===== src/rtl/mouse_ctrl_pkg.sv =====
// Shared types and constants for the PS/2 mouse cursor controller.
// Holds the sequencer state enum, default resolution and clamp width helper.
package mouse_ctrl_pkg;

  typedef enum logic [1:0] {
    RESET,
    INIT,
    RUN
  } state_e;

  localparam int DEF_H_RES = 640;
  localparam int DEF_V_RES = 480;
  localparam int ACCEL_THR = 4;

  function automatic int max2(input int a, input int b);
    return (a > b) ? a : b;
  endfunction

  // Signed width that holds cursor + any sign-extended delta without overflow.
  function automatic int clamp_w(input int acc_bits, input int res);
    return max2(acc_bits, $clog2(res)) + 2;
  endfunction

endpackage


===== src/rtl/cursor_axis_clamp.sv =====
// One cursor axis: modular delta, sign extend, add, clamp to [0, limit-1].
// MOUSE_ACCEL_EN doubles deltas whose magnitude exceeds the threshold.
module cursor_axis_clamp
  import mouse_ctrl_pkg::*;
#(
  parameter int c_acc_bits = 11,
  parameter int c_limit = DEF_H_RES,
  localparam int CW = $clog2(c_limit),
  localparam int SW = clamp_w(c_acc_bits, c_limit)
) (
  input  logic [c_acc_bits-1:0] i_acc,
  input  logic [c_acc_bits-1:0] i_prev,
  input  logic [CW-1:0]         i_cur,
  output logic [CW-1:0]         o_next
);

  logic [c_acc_bits-1:0] w_delta;
  logic signed [SW-1:0]  w_dext;
  logic signed [SW-1:0]  w_dacc;
  logic signed [SW-1:0]  w_cur;
  logic signed [SW-1:0]  w_sum;

  assign w_delta = i_acc - i_prev;
  assign w_dext  = {{(SW-c_acc_bits){w_delta[c_acc_bits-1]}}, w_delta};

`ifdef MOUSE_ACCEL_EN
  logic signed [SW-1:0] w_abs;
  assign w_abs  = (w_dext < 0) ? -w_dext : w_dext;
  assign w_dacc = (w_abs > $signed(SW'(ACCEL_THR))) ? (w_dext <<< 1) : w_dext;
`else
  assign w_dacc = w_dext;
`endif

  assign w_cur = {{(SW-CW){1'b0}}, i_cur};
  assign w_sum = w_cur + w_dacc;

  always_comb begin
    o_next = w_sum[CW-1:0];
    if (w_sum < 0)
      o_next = '0;
    else if (w_sum > $signed(SW'(c_limit - 1)))
      o_next = CW'(c_limit - 1);
  end

endmodule


===== src/rtl/ps2_mouse_cursor_ctrl.sv =====
// PS/2 mouse init sequencer and clamped cursor / saturating wheel engine.
// Optional MOUSE_ACCEL_EN enables 2x acceleration of large x/y deltas.
module ps2_mouse_cursor_ctrl
  import mouse_ctrl_pkg::*;
#(
  parameter int c_x_bits = 11,
  parameter int c_y_bits = 11,
  parameter int c_z_bits = 11,
  parameter int c_h_res = DEF_H_RES,
  parameter int c_v_res = DEF_V_RES,
  parameter int c_wheel_bits = 8,
  parameter int c_rst_cycles = 25000,
  parameter int c_init_to = 12500000,
  parameter int c_init_acks = 7,
  parameter int c_max_retry = 3,
  localparam int XW = $clog2(c_h_res),
  localparam int YW = $clog2(c_v_res)
) (
  input  logic                    clk,
  input  logic                    rst_n,
  input  logic                    reinit,
  input  logic                    m_update,
  input  logic [c_x_bits-1:0]     m_x,
  input  logic [c_y_bits-1:0]     m_y,
  input  logic [c_z_bits-1:0]     m_z,
  input  logic [2:0]              m_btn,
  output logic                    ps2m_reset,
  output logic                    ready,
  output logic                    fail,
  output logic [XW-1:0]           cursor_x,
  output logic [YW-1:0]           cursor_y,
  output logic [c_wheel_bits-1:0] wheel,
  output logic [2:0]              btn,
  output logic                    cur_valid
);

  localparam int TW = $clog2(max2(c_rst_cycles, c_init_to) + 1);
  localparam int AW = $clog2(c_init_acks + 1);
  localparam int RW = $clog2(c_max_retry + 1);
  localparam int WB = c_wheel_bits;
  localparam int ZW = max2(c_z_bits, WB) + 1;
  localparam int WMAX = 2 ** (WB - 1) - 1;
  localparam int WMIN = -(2 ** (WB - 1));

  state_e r_state, w_state_nxt;
  logic [TW-1:0] r_timer;
  logic [AW-1:0] r_acks;
  logic [RW-1:0] r_retry;
  logic          r_fail;
  logic [c_x_bits-1:0] r_prev_x;
  logic [c_y_bits-1:0] r_prev_y;
  logic [c_z_bits-1:0] r_prev_z;
  logic [XW-1:0] r_cx;
  logic [YW-1:0] r_cy;
  logic [WB-1:0] r_wheel;
  logic [2:0]    r_btn;
  logic          r_valid;

  logic w_upd, w_rst_done, w_ack_done, w_timeout, w_run_upd;
  logic [XW-1:0] w_cx_nxt;
  logic [YW-1:0] w_cy_nxt;
  logic [c_z_bits-1:0] w_dz_raw;
  logic signed [ZW-1:0] w_wsum;
  logic [WB-1:0] w_wheel_nxt;

  // reinit takes priority; a coincident update is dropped.
  assign w_upd      = m_update & ~reinit;
  assign w_rst_done = (r_state == RESET) && (r_timer == TW'(c_rst_cycles - 1));
  assign w_ack_done = (r_state == INIT) && w_upd &&
                      (r_acks == AW'(c_init_acks - 1));
  assign w_timeout  = (r_state == INIT) && !w_upd &&
                      (r_timer == TW'(c_init_to - 1));
  assign w_run_upd  = (r_state == RUN) && w_upd;

  always_ff @(posedge clk or negedge rst_n) begin
    if (!rst_n)
      r_state <= RESET;
    else
      r_state <= w_state_nxt;
  end

  always_comb begin
    w_state_nxt = r_state;
    if (reinit)
      w_state_nxt = RESET;
    else
      unique case (r_state)
        RESET: if (w_rst_done) w_state_nxt = INIT;
        INIT: begin
          if (w_ack_done)
            w_state_nxt = RUN;
          else if (w_timeout)
            w_state_nxt = RESET;
        end
        RUN: w_state_nxt = RUN;
        default: w_state_nxt = RESET;
      endcase
  end

  always_comb begin
    ps2m_reset = (r_state == RESET);
    ready      = (r_state == RUN);
  end

  always_ff @(posedge clk or negedge rst_n) begin
    if (!rst_n) begin
      r_timer <= '0;
      r_acks  <= '0;
    end else if (reinit || r_state == RUN) begin
      r_timer <= '0;
      r_acks  <= '0;
    end else if (r_state == RESET) begin
      r_timer <= w_rst_done ? '0 : r_timer + TW'(1);
      r_acks  <= '0;
    end else begin
      r_timer <= (w_upd || w_timeout) ? '0 : r_timer + TW'(1);
      if (w_timeout || w_ack_done)
        r_acks <= '0;
      else if (w_upd)
        r_acks <= r_acks + AW'(1);
    end
  end

  always_ff @(posedge clk or negedge rst_n) begin
    if (!rst_n) begin
      r_retry <= '0;
      r_fail  <= 1'b0;
    end else if (reinit) begin
      r_retry <= '0;
      r_fail  <= 1'b0;
    end else if (w_timeout) begin
      if (r_retry != RW'(c_max_retry))
        r_retry <= r_retry + RW'(1);
      if (r_retry >= RW'(c_max_retry - 1))
        r_fail <= 1'b1;
    end
  end

  cursor_axis_clamp #(
    .c_acc_bits(c_x_bits),
    .c_limit   (c_h_res)
  ) u_x (
    .i_acc (m_x),
    .i_prev(r_prev_x),
    .i_cur (r_cx),
    .o_next(w_cx_nxt)
  );

  cursor_axis_clamp #(
    .c_acc_bits(c_y_bits),
    .c_limit   (c_v_res)
  ) u_y (
    .i_acc (m_y),
    .i_prev(r_prev_y),
    .i_cur (r_cy),
    .o_next(w_cy_nxt)
  );

  assign w_dz_raw = m_z - r_prev_z;
  assign w_wsum = {{(ZW-WB){r_wheel[WB-1]}}, r_wheel} +
                  {{(ZW-c_z_bits){w_dz_raw[c_z_bits-1]}}, w_dz_raw};

  always_comb begin
    w_wheel_nxt = w_wsum[WB-1:0];
    if (w_wsum > $signed(ZW'(WMAX)))
      w_wheel_nxt = WB'(WMAX);
    else if (w_wsum < $signed(ZW'(WMIN)))
      w_wheel_nxt = WB'(WMIN);
  end

  always_ff @(posedge clk or negedge rst_n) begin
    if (!rst_n) begin
      r_prev_x <= '0;
      r_prev_y <= '0;
      r_prev_z <= '0;
      r_cx     <= XW'(c_h_res / 2);
      r_cy     <= YW'(c_v_res / 2);
      r_wheel  <= '0;
      r_btn    <= '0;
      r_valid  <= 1'b0;
    end else begin
      r_valid <= w_run_upd;
      if (reinit) begin
        r_btn <= '0;
      end else if (w_ack_done) begin
        r_prev_x <= '0;
        r_prev_y <= '0;
        r_prev_z <= '0;
      end else if (w_run_upd) begin
        r_prev_x <= m_x;
        r_prev_y <= m_y;
        r_prev_z <= m_z;
        r_cx     <= w_cx_nxt;
        r_cy     <= w_cy_nxt;
        r_wheel  <= w_wheel_nxt;
        r_btn    <= m_btn;
      end
    end
  end

  assign fail      = r_fail;
  assign cursor_x  = r_cx;
  assign cursor_y  = r_cy;
  assign wheel     = r_wheel;
  assign btn       = r_btn;
  assign cur_valid = r_valid;

endmodule


===== config.mk =====
export PLATFORM = sky130hd
export DESIGN_NAME = ps2_mouse_cursor_ctrl
export DESIGN_NICKNAME = d
export VERILOG_FILES = /design/src/rtl/mouse_ctrl_pkg.sv /design/src/rtl/cursor_axis_clamp.sv /design/src/rtl/ps2_mouse_cursor_ctrl.sv
export SDC_FILE = /design/constraint.sdc
export NUM_CORES = 1
export LEC_CHECK = 0
export BUFFER_PORTS_ARGS = -buffer_cell sky130_fd_sc_hd__buf_2
export CORE_MARGIN = 3
export CORE_UTILIZATION = 53
export CTS_CLUSTER_DIAMETER = 150
export DETAILED_ROUTE_END_ITERATION = 8
export GPL_TIMING_DRIVEN = 0
export PLACE_DENSITY = 0.71
export SLEW_MARGIN = 10
export SYNTH_ARGS = -nofsm -noshare
export SYNTH_HDL_FRONTEND = slang
export SYNTH_SLANG_ARGS = --single-unit

===== constraint.sdc =====
create_clock -name clk -period 6.9 [get_ports clk]
set_input_delay 1.38 -clock clk [delete_from_list [all_inputs] [get_ports clk]]
set_output_delay 1.38 -clock clk [all_outputs]
set_load 0.01 [all_outputs]

=== After elaboration in Yosys (flattened, before gate mapping) ===
Index checks and enable logic that the tools add are counted.

* Output and inout bits: 34
* Logic and storage cells: 98
* Input port bits: 40
* Bits in registers: 96

* Reduce and logical (&&, ||, !) cells: 23
* Muxes and demuxes: 34
* Equality and inequality tests: 9
* Add/sub/neg operators: 9
* Bitwise logic cells: 3
* Order comparisons: 7

{| class="wikitable"
|+ Operators with widths
! kind !! number
|-
| 24-bit 2-to-1 mux || 4
|-
| 11-bit 2-to-1 mux || 6
|-
| 11-bit subtractor || 3
|-
| 24-bit by 1-bit adder with 24-bit output, second input constant || 1
|-
| 24-bit by 15-bit == test with 1-bit output, second input constant || 1
|-
| 24-bit == test, second input constant || 1
|-
| 12-bit by 1-bit less-than comparator with 1-bit output, second input constant || 2
|-
| 3-bit 2-to-1 mux || 7
|-
| 10-bit 2-to-1 mux || 2
|-
| 9-bit 2-to-1 mux || 2
|-
| 8-bit 2-to-1 mux || 2
|-
| 2-bit 2-to-1 mux || 7
|-
| 10-bit by 11-bit adder with 12-bit output || 1
|-
| 11-bit by 11-bit adder with 12-bit output || 1
|-
| 8-bit by 11-bit adder with 12-bit output || 1
|-
| 12-bit by 10-bit > comparator with 1-bit output, second input constant || 1
|-
| 12-bit by 11-bit > comparator with 1-bit output, second input constant || 1
|-
| 12-bit by 8-bit > comparator with 1-bit output, second input constant || 1
|-
| 12-bit by 8-bit less-than comparator with 1-bit output, second input constant || 1
|-
| 2-bit AND reduction || 5
|-
| 2-bit nonzero test || 5
|-
| 1-bit logical AND || 6
|-
| 2-bit one-hot mux with 3 select lines || 1
|-
| 2-bit != test, second input constant || 2
|-
| 16 further kinds || 21
|}

=== Longest topological paths before layout ===
* Depth after elaboration: 9
* Gate-level depth with buffers: 20
* Depth with buffers taken out: 20

=== Hierarchy ===
A second synthesis with hierarchy kept.

* Cell total of the unflattened synthesis: 917
* Area, all modules: 7,601.0 sq um

{| class="wikitable"
|+ By module, submodules not included
! module !! cells an instance !! times used !! area an instance (sq um) !! sequential area each (sq um)
|-
| ps2_mouse_cursor_ctrl || 565 || 1 || 5,059.9 || 2,409.8
|-
| cursor_axis_clamp at u_y || 189 || 1 || 1,342.5 || 0.0
|-
| cursor_axis_clamp at u_x || 163 || 1 || 1,198.6 || 0.0
|}

=== Worst setup path before layout ===
OpenSTA, ideal clock, no wires.

* Kind: in2reg
* Start: input m_z[0]
* End: register r_wheel[1], in the netlist wheel[1]
* Cell stages on the path: 19
* Library setup time: 0.138 ns
* Slack: 2.142 ns
* Data arrival time: 4.620 ns
* Required time: 6.762 ns
* Buffers on the path: 0
* Cell sequence: inv_1 -> ha_1 -> fa_1 -> nor2b_1 -> o21ai_0 -> a21boi_0 -> o21ai_0 -> a21boi_0 -> o21ai_0 -> a21o_1 -> o311ai_0 -> ha_1 -> nand2b_1 -> nor2_1 -> nor3_1 -> o311ai_0 -> or4_4 -> a21oi_4 -> a22oi_1

* Cells in the longest elaborated chain, start to end: 5
* Elaborated cells on any way between the ends: 6
* Those cells by class: add/sub (2); order compare (2); mux (2)

{| class="wikitable"
|+ RTL lines
! what !! line !! RTL
|-
| start: declaration || ps2_mouse_cursor_ctrl.sv:25 || <nowiki>input logic [c_z_bits-1:0] m_z,</nowiki>
|-
| 11-bit subtractor (*) || ps2_mouse_cursor_ctrl.sv:159 || <nowiki>assign w_dz_raw = m_z - r_prev_z;</nowiki>
|-
| 8-bit by 11-bit adder with 12-bit output (*) || ps2_mouse_cursor_ctrl.sv:160 || <nowiki>assign w_wsum = {{(ZW-WB){r_wheel[WB-1]}}, r_wheel} +</nowiki>
|-
| 12-bit by 8-bit less-than comparator with 1-bit output || ps2_mouse_cursor_ctrl.sv:167 || <nowiki>else if (w_wsum < $signed(ZW'(WMIN)))</nowiki>
|-
| 8-bit 2-to-1 mux || ps2_mouse_cursor_ctrl.sv:167 ||
|-
| 8-bit 2-to-1 mux (*) || ps2_mouse_cursor_ctrl.sv:165 || <nowiki>if (w_wsum > $signed(ZW'(WMAX)))</nowiki>
|-
| end signal: assignment || ps2_mouse_cursor_ctrl.sv:195 || <nowiki>r_wheel <= w_wheel_nxt;</nowiki>
|-
| end: declaration || ps2_mouse_cursor_ctrl.sv:55 || <nowiki>logic [WB-1:0] r_wheel;</nowiki>
|}

Every way passes the cells marked *; elsewhere a longest branch is shown, timed or not.
A chain may end at the register's enable or synchronous reset.

=== Worst setup path in the final report ===
Ends and elaborated chain as after synthesis.

==> metrics.md <==
| Metric | Value |
|---|---|
| Most numerous cell types in the synthesized netlist | `sky130_fd_sc_hd__nand2_1 (104), sky130_fd_sc_hd__dfrtp_1 (90), sky130_fd_sc_hd__nor2_1 (81)` |
| Slew Viols, Final | `0` |
| Class of the tightest hold or removal check | `flop to flop` |
| Post-DRT Antenna Nets | `0` |
| Width of the die | `122 um` |
| Number of fill cells in the layout | `1137` |
| Maximum buffer depth of the clock tree | `2` |
| Diode count | `0` |
| Unrepaired setup endpoints after global routing | `false` |
| Global placer's final weighted congestion | `0.911` |
| Library cell with the highest instance count after synthesis | `sky130_fd_sc_hd__nand2_1` |
| Yosys cell types | `69` |
| Register-to-register setup slack | `2490 ps` |
| Synthesized area per cell | `8.57 um^2` |
| Flop and latch count out of synthesis | `96` |
| Peak Freq | `190 MHz` |
| Initial DRC count | `378` |
| Crit path DAT | `5490 ps` |
| Global routing usage summed across all routing layers | `0.236` |
| Routed length per placed instance | `15.3 um` |
| Classification of the worst setup path | `input port to flop` |
| Number of warnings reported in the yosys synthesis log | `0` |
| Slew of the pin with the lowest slew margin | `919 ps` |
| Post-Route Utilization | `0.625` |
| Cell count after synthesis | `832` |
| Result of the run | `completed` |
| Number of setup violations in the final report | `0` |
| Effective utilization at floorplan | `0.554` |
| Worst-case clock skew | `9.11 ps` |
| Core area | `0.0129 mm^2` |
| Worst slew slack as a fraction of its limit | `0.383` |
| Worst Path Required | `7120 ps` |
| Aggregate routed wire length | `16700 um` |
| CTS hold repair buffers | `0` |
| Clock tree from TritonCTS | `done` |
| Critical Path Source Type | `input port` |
| Tcrit/Tclk final | `0.764` |
| Power density of the placed cells | `228 mW/mm^2` |
| Hold Path Origin | `r_timer[0]` |
| Number of max-cap violations | `0` |
| Post-Syn Nets | `945` |
| Die height | `122 um` |
| Post-CTS setup buffer count | `0` |
| Top cells by area in the synthesized netlist | `sky130_fd_sc_hd__dfrtp_1 (32%), sky130_fd_sc_hd__ha_1 (12%), sky130_fd_sc_hd__nand2_1 (5.5%), sky130_fd_sc_hd__nor2_1 (4.3%), sky130_fd_sc_hd__xnor2_1 (4.2%)` |
| Netlist Area Pre-Place | `0.00713 mm^2` |
| Critical path capture point type | `flop` |
| Clk root buf | `sky130_fd_sc_hd__clkbuf_16` |
| Start of the worst register-to-register path | `r_prev_z[2]` |
| Die Area | `0.0149 mm^2` |
| Clock slew at the register clock pins of the worst setup and hold paths | `80 ps` |
| Half-perimeter wire length of the detailed placement result | `12700 um` |
| Area of combinational cells with multiple inputs | `0.00436 mm^2` |
| Initial antenna violation count | `1` |
| # H-tree levels | `3` |
| Number of sinks on the clock net | `96` |
| Final hold vios | `0` |
| Via count of the first global-routing pass | `6308` |
| First-pass GRT wire length | `28700 um` |
| Pre-antenna DRT Iters | `5` |
| Footprint of the flip-flops and latches | `0.00241 mm^2` |
| Pin count of the biggest net entering global routing | `58` |
| Time the final worst path needs with I/O delays and setup | `5270 ps` |
| Number of vias per cell | `5.75` |
| Depth of the worst register-to-register path | `18` |
| Most instantiated flip-flop cell in the synthesis netlist | `sky130_fd_sc_hd__dfrtp_1` |
| Sink of the worst hold path | `r_timer[0]` |
| Post-cts repair resize count | `0` |
| DRC errors left | `0` |
| Area growth syn-to-layout | `12.9%` |
| Min-Delay Path Depth | `1` |
| Endpoint of the most critical register-to-register path | `wheel[1]` |
| Leakage power | `3.77 nW` |
| Standard-cell rows | `41` |
| Number of I/O port buffers | `73` |
| Max Fanout on Critical Path | `7` |
| Sum of negative setup slack | `0 ps` |
| Share of the synthesized area in the top cell type | `0.316` |
| Share of cells above drive strength 1 | `0.126` |
| Area leader, netlist | `sky130_fd_sc_hd__dfrtp_1` |
| Clock buffers created by TritonCTS | `9` |
| Proportion of synthesized flip-flops having asynchronous set or reset | `1.00` |
| Worst vdd ir | `0.000133 V` |
| Count of flip-flops with a built-in enable after synthesis | `0` |
| Total I/O pin count | `74` |
| Portion of the post-synthesis area used by sequential elements | `0.338` |
| Post-layout net count | `1030` |
| Total congestion overflow after global routing | `0` |
| Total number of vias | `6291` |
| Clock latency at the later pin of the worst-skew pair | `360 ps` |
## worst max path at each step
stage                start        to  slack [ps]  cells past startpoint
finish              m_z[0]  wheel[1]        1630                     20
global route        m_z[0]  wheel[1]        1280                     20
CTS                 m_z[0]  wheel[1]        1660                     20
detailed placement  m_z[0]  wheel[1]        1320                     20
global placement    m_z[0]  wheel[1]        1600                     20
floorplan           m_z[0]  wheel[1]        2140                     19
## where the power goes
group,switching [W],internal (W)
clock,0.000247,0.000289
combinational,0.000389,0.000290
sequential,0.0000259,0.000599
## registers in the layout (all words and copies together), names as in the netlist
name and cells:
fail 1, r_state 2, cursor_x 10, wheel 8
r_retry 2, cursor_y 9, cur_valid 1, btn 3
r_prev_z 11, r_prev_y 11, r_prev_x 11, r_timer 24
r_acks 3
## critical path, stage by stage
cell and delay [ps]:
sky130_fd_sc_hd__buf_2 100, sky130_fd_sc_hd__inv_1 90, sky130_fd_sc_hd__ha_1 200, sky130_fd_sc_hd__fa_1 230
sky130_fd_sc_hd__nor2b_1 50, sky130_fd_sc_hd__o21ai_0 200, sky130_fd_sc_hd__a21boi_0 150, sky130_fd_sc_hd__o21ai_0 220
sky130_fd_sc_hd__a21boi_0 140, sky130_fd_sc_hd__o21ai_0 280, sky130_fd_sc_hd__nand2_1 140, sky130_fd_sc_hd__o311ai_0 480
sky130_fd_sc_hd__ha_1 370, sky130_fd_sc_hd__nand2b_1 110, sky130_fd_sc_hd__nor2_1 60, sky130_fd_sc_hd__nor3_1 200
sky130_fd_sc_hd__o311ai_0 240, sky130_fd_sc_hd__or4_4 480, sky130_fd_sc_hd__a21oi_4 260, sky130_fd_sc_hd__a22oi_1 100
## kinds of logic after synthesis
family	count (synthesis)	synth area share
fa+ha+maj	73	0.134
simple gates	309	0.205
buf+inv	95	0.0504
compound gates	193	0.190
flops	96	0.338
xor+xnor	64	0.0786
mux	2	0.00281
## through the flow
stage                     power [W]  setup slack (ps)  hold slack (ps)  instance area (um^2)  instances
after detailed placement    0.00131              1320              450                  7740       1078
after global routing        0.00196              1280              503                  8050       1094
after CTS                   0.00185              1660              460                  8050       1094
after global placement      0.00127              1600              450                  7710       1077
final                       0.00184              1630              458                  8050       1094
after floorplan             0.00114              2140              433                  7130        832
## per-layer routing
metal / up-vias / global-route usage / wire [um]
li1: 3101 / - / -
met1: 3018 / 0.300 / 7590
met2: 144 / 0.412 / 8130
met3: 26 / 0.0367 / 691
met4: 2 / 0.0756 / 313
met5: - / 0 / 18
## final cells by class
class                      instances  share of cell area
tap                              172              0.0267
clock buffer                       9              0.0280
timing repair buffer              74              0.0491
sequential                        96               0.299
clock inverter                     7              0.0104
multi-input combinational        641               0.542
buffer                            22              0.0106
inverter                          73              0.0340
## placed cells by master (no fill, tap or decap), types with 4 or more instances in the layout
cell type	count
sky130_fd_sc_hd__a21boi_0	6
sky130_fd_sc_hd__a21o_1	12
sky130_fd_sc_hd__a21oi_1	49
sky130_fd_sc_hd__a22oi_1	5
sky130_fd_sc_hd__a31oi_1	7
sky130_fd_sc_hd__a32oi_1	9
sky130_fd_sc_hd__and2_1	4
sky130_fd_sc_hd__and3_1	8
sky130_fd_sc_hd__buf_2	74
sky130_fd_sc_hd__clkbuf_1	20
sky130_fd_sc_hd__clkbuf_16	9
sky130_fd_sc_hd__dfrtp_1	90
sky130_fd_sc_hd__dfstp_2	6
sky130_fd_sc_hd__fa_1	6
sky130_fd_sc_hd__ha_1	67
sky130_fd_sc_hd__inv_1	72
sky130_fd_sc_hd__nand2_1	104
sky130_fd_sc_hd__nand2b_1	14
sky130_fd_sc_hd__nand3_1	21
sky130_fd_sc_hd__nand3b_1	6
sky130_fd_sc_hd__nand4_1	7
sky130_fd_sc_hd__nor2_1	81
sky130_fd_sc_hd__nor2b_1	11
sky130_fd_sc_hd__nor3_1	23
sky130_fd_sc_hd__nor4b_1	5
sky130_fd_sc_hd__o2111ai_1	6
sky130_fd_sc_hd__o211ai_1	4
sky130_fd_sc_hd__o21a_1	5
sky130_fd_sc_hd__o21ai_0	30
sky130_fd_sc_hd__o22ai_1	4
sky130_fd_sc_hd__o311ai_0	5
sky130_fd_sc_hd__o31ai_1	15
sky130_fd_sc_hd__or3_1	5
sky130_fd_sc_hd__or4_1	4
sky130_fd_sc_hd__xnor2_1	34
sky130_fd_sc_hd__xor2_1	30
Power figures use the tool's default switching activity.
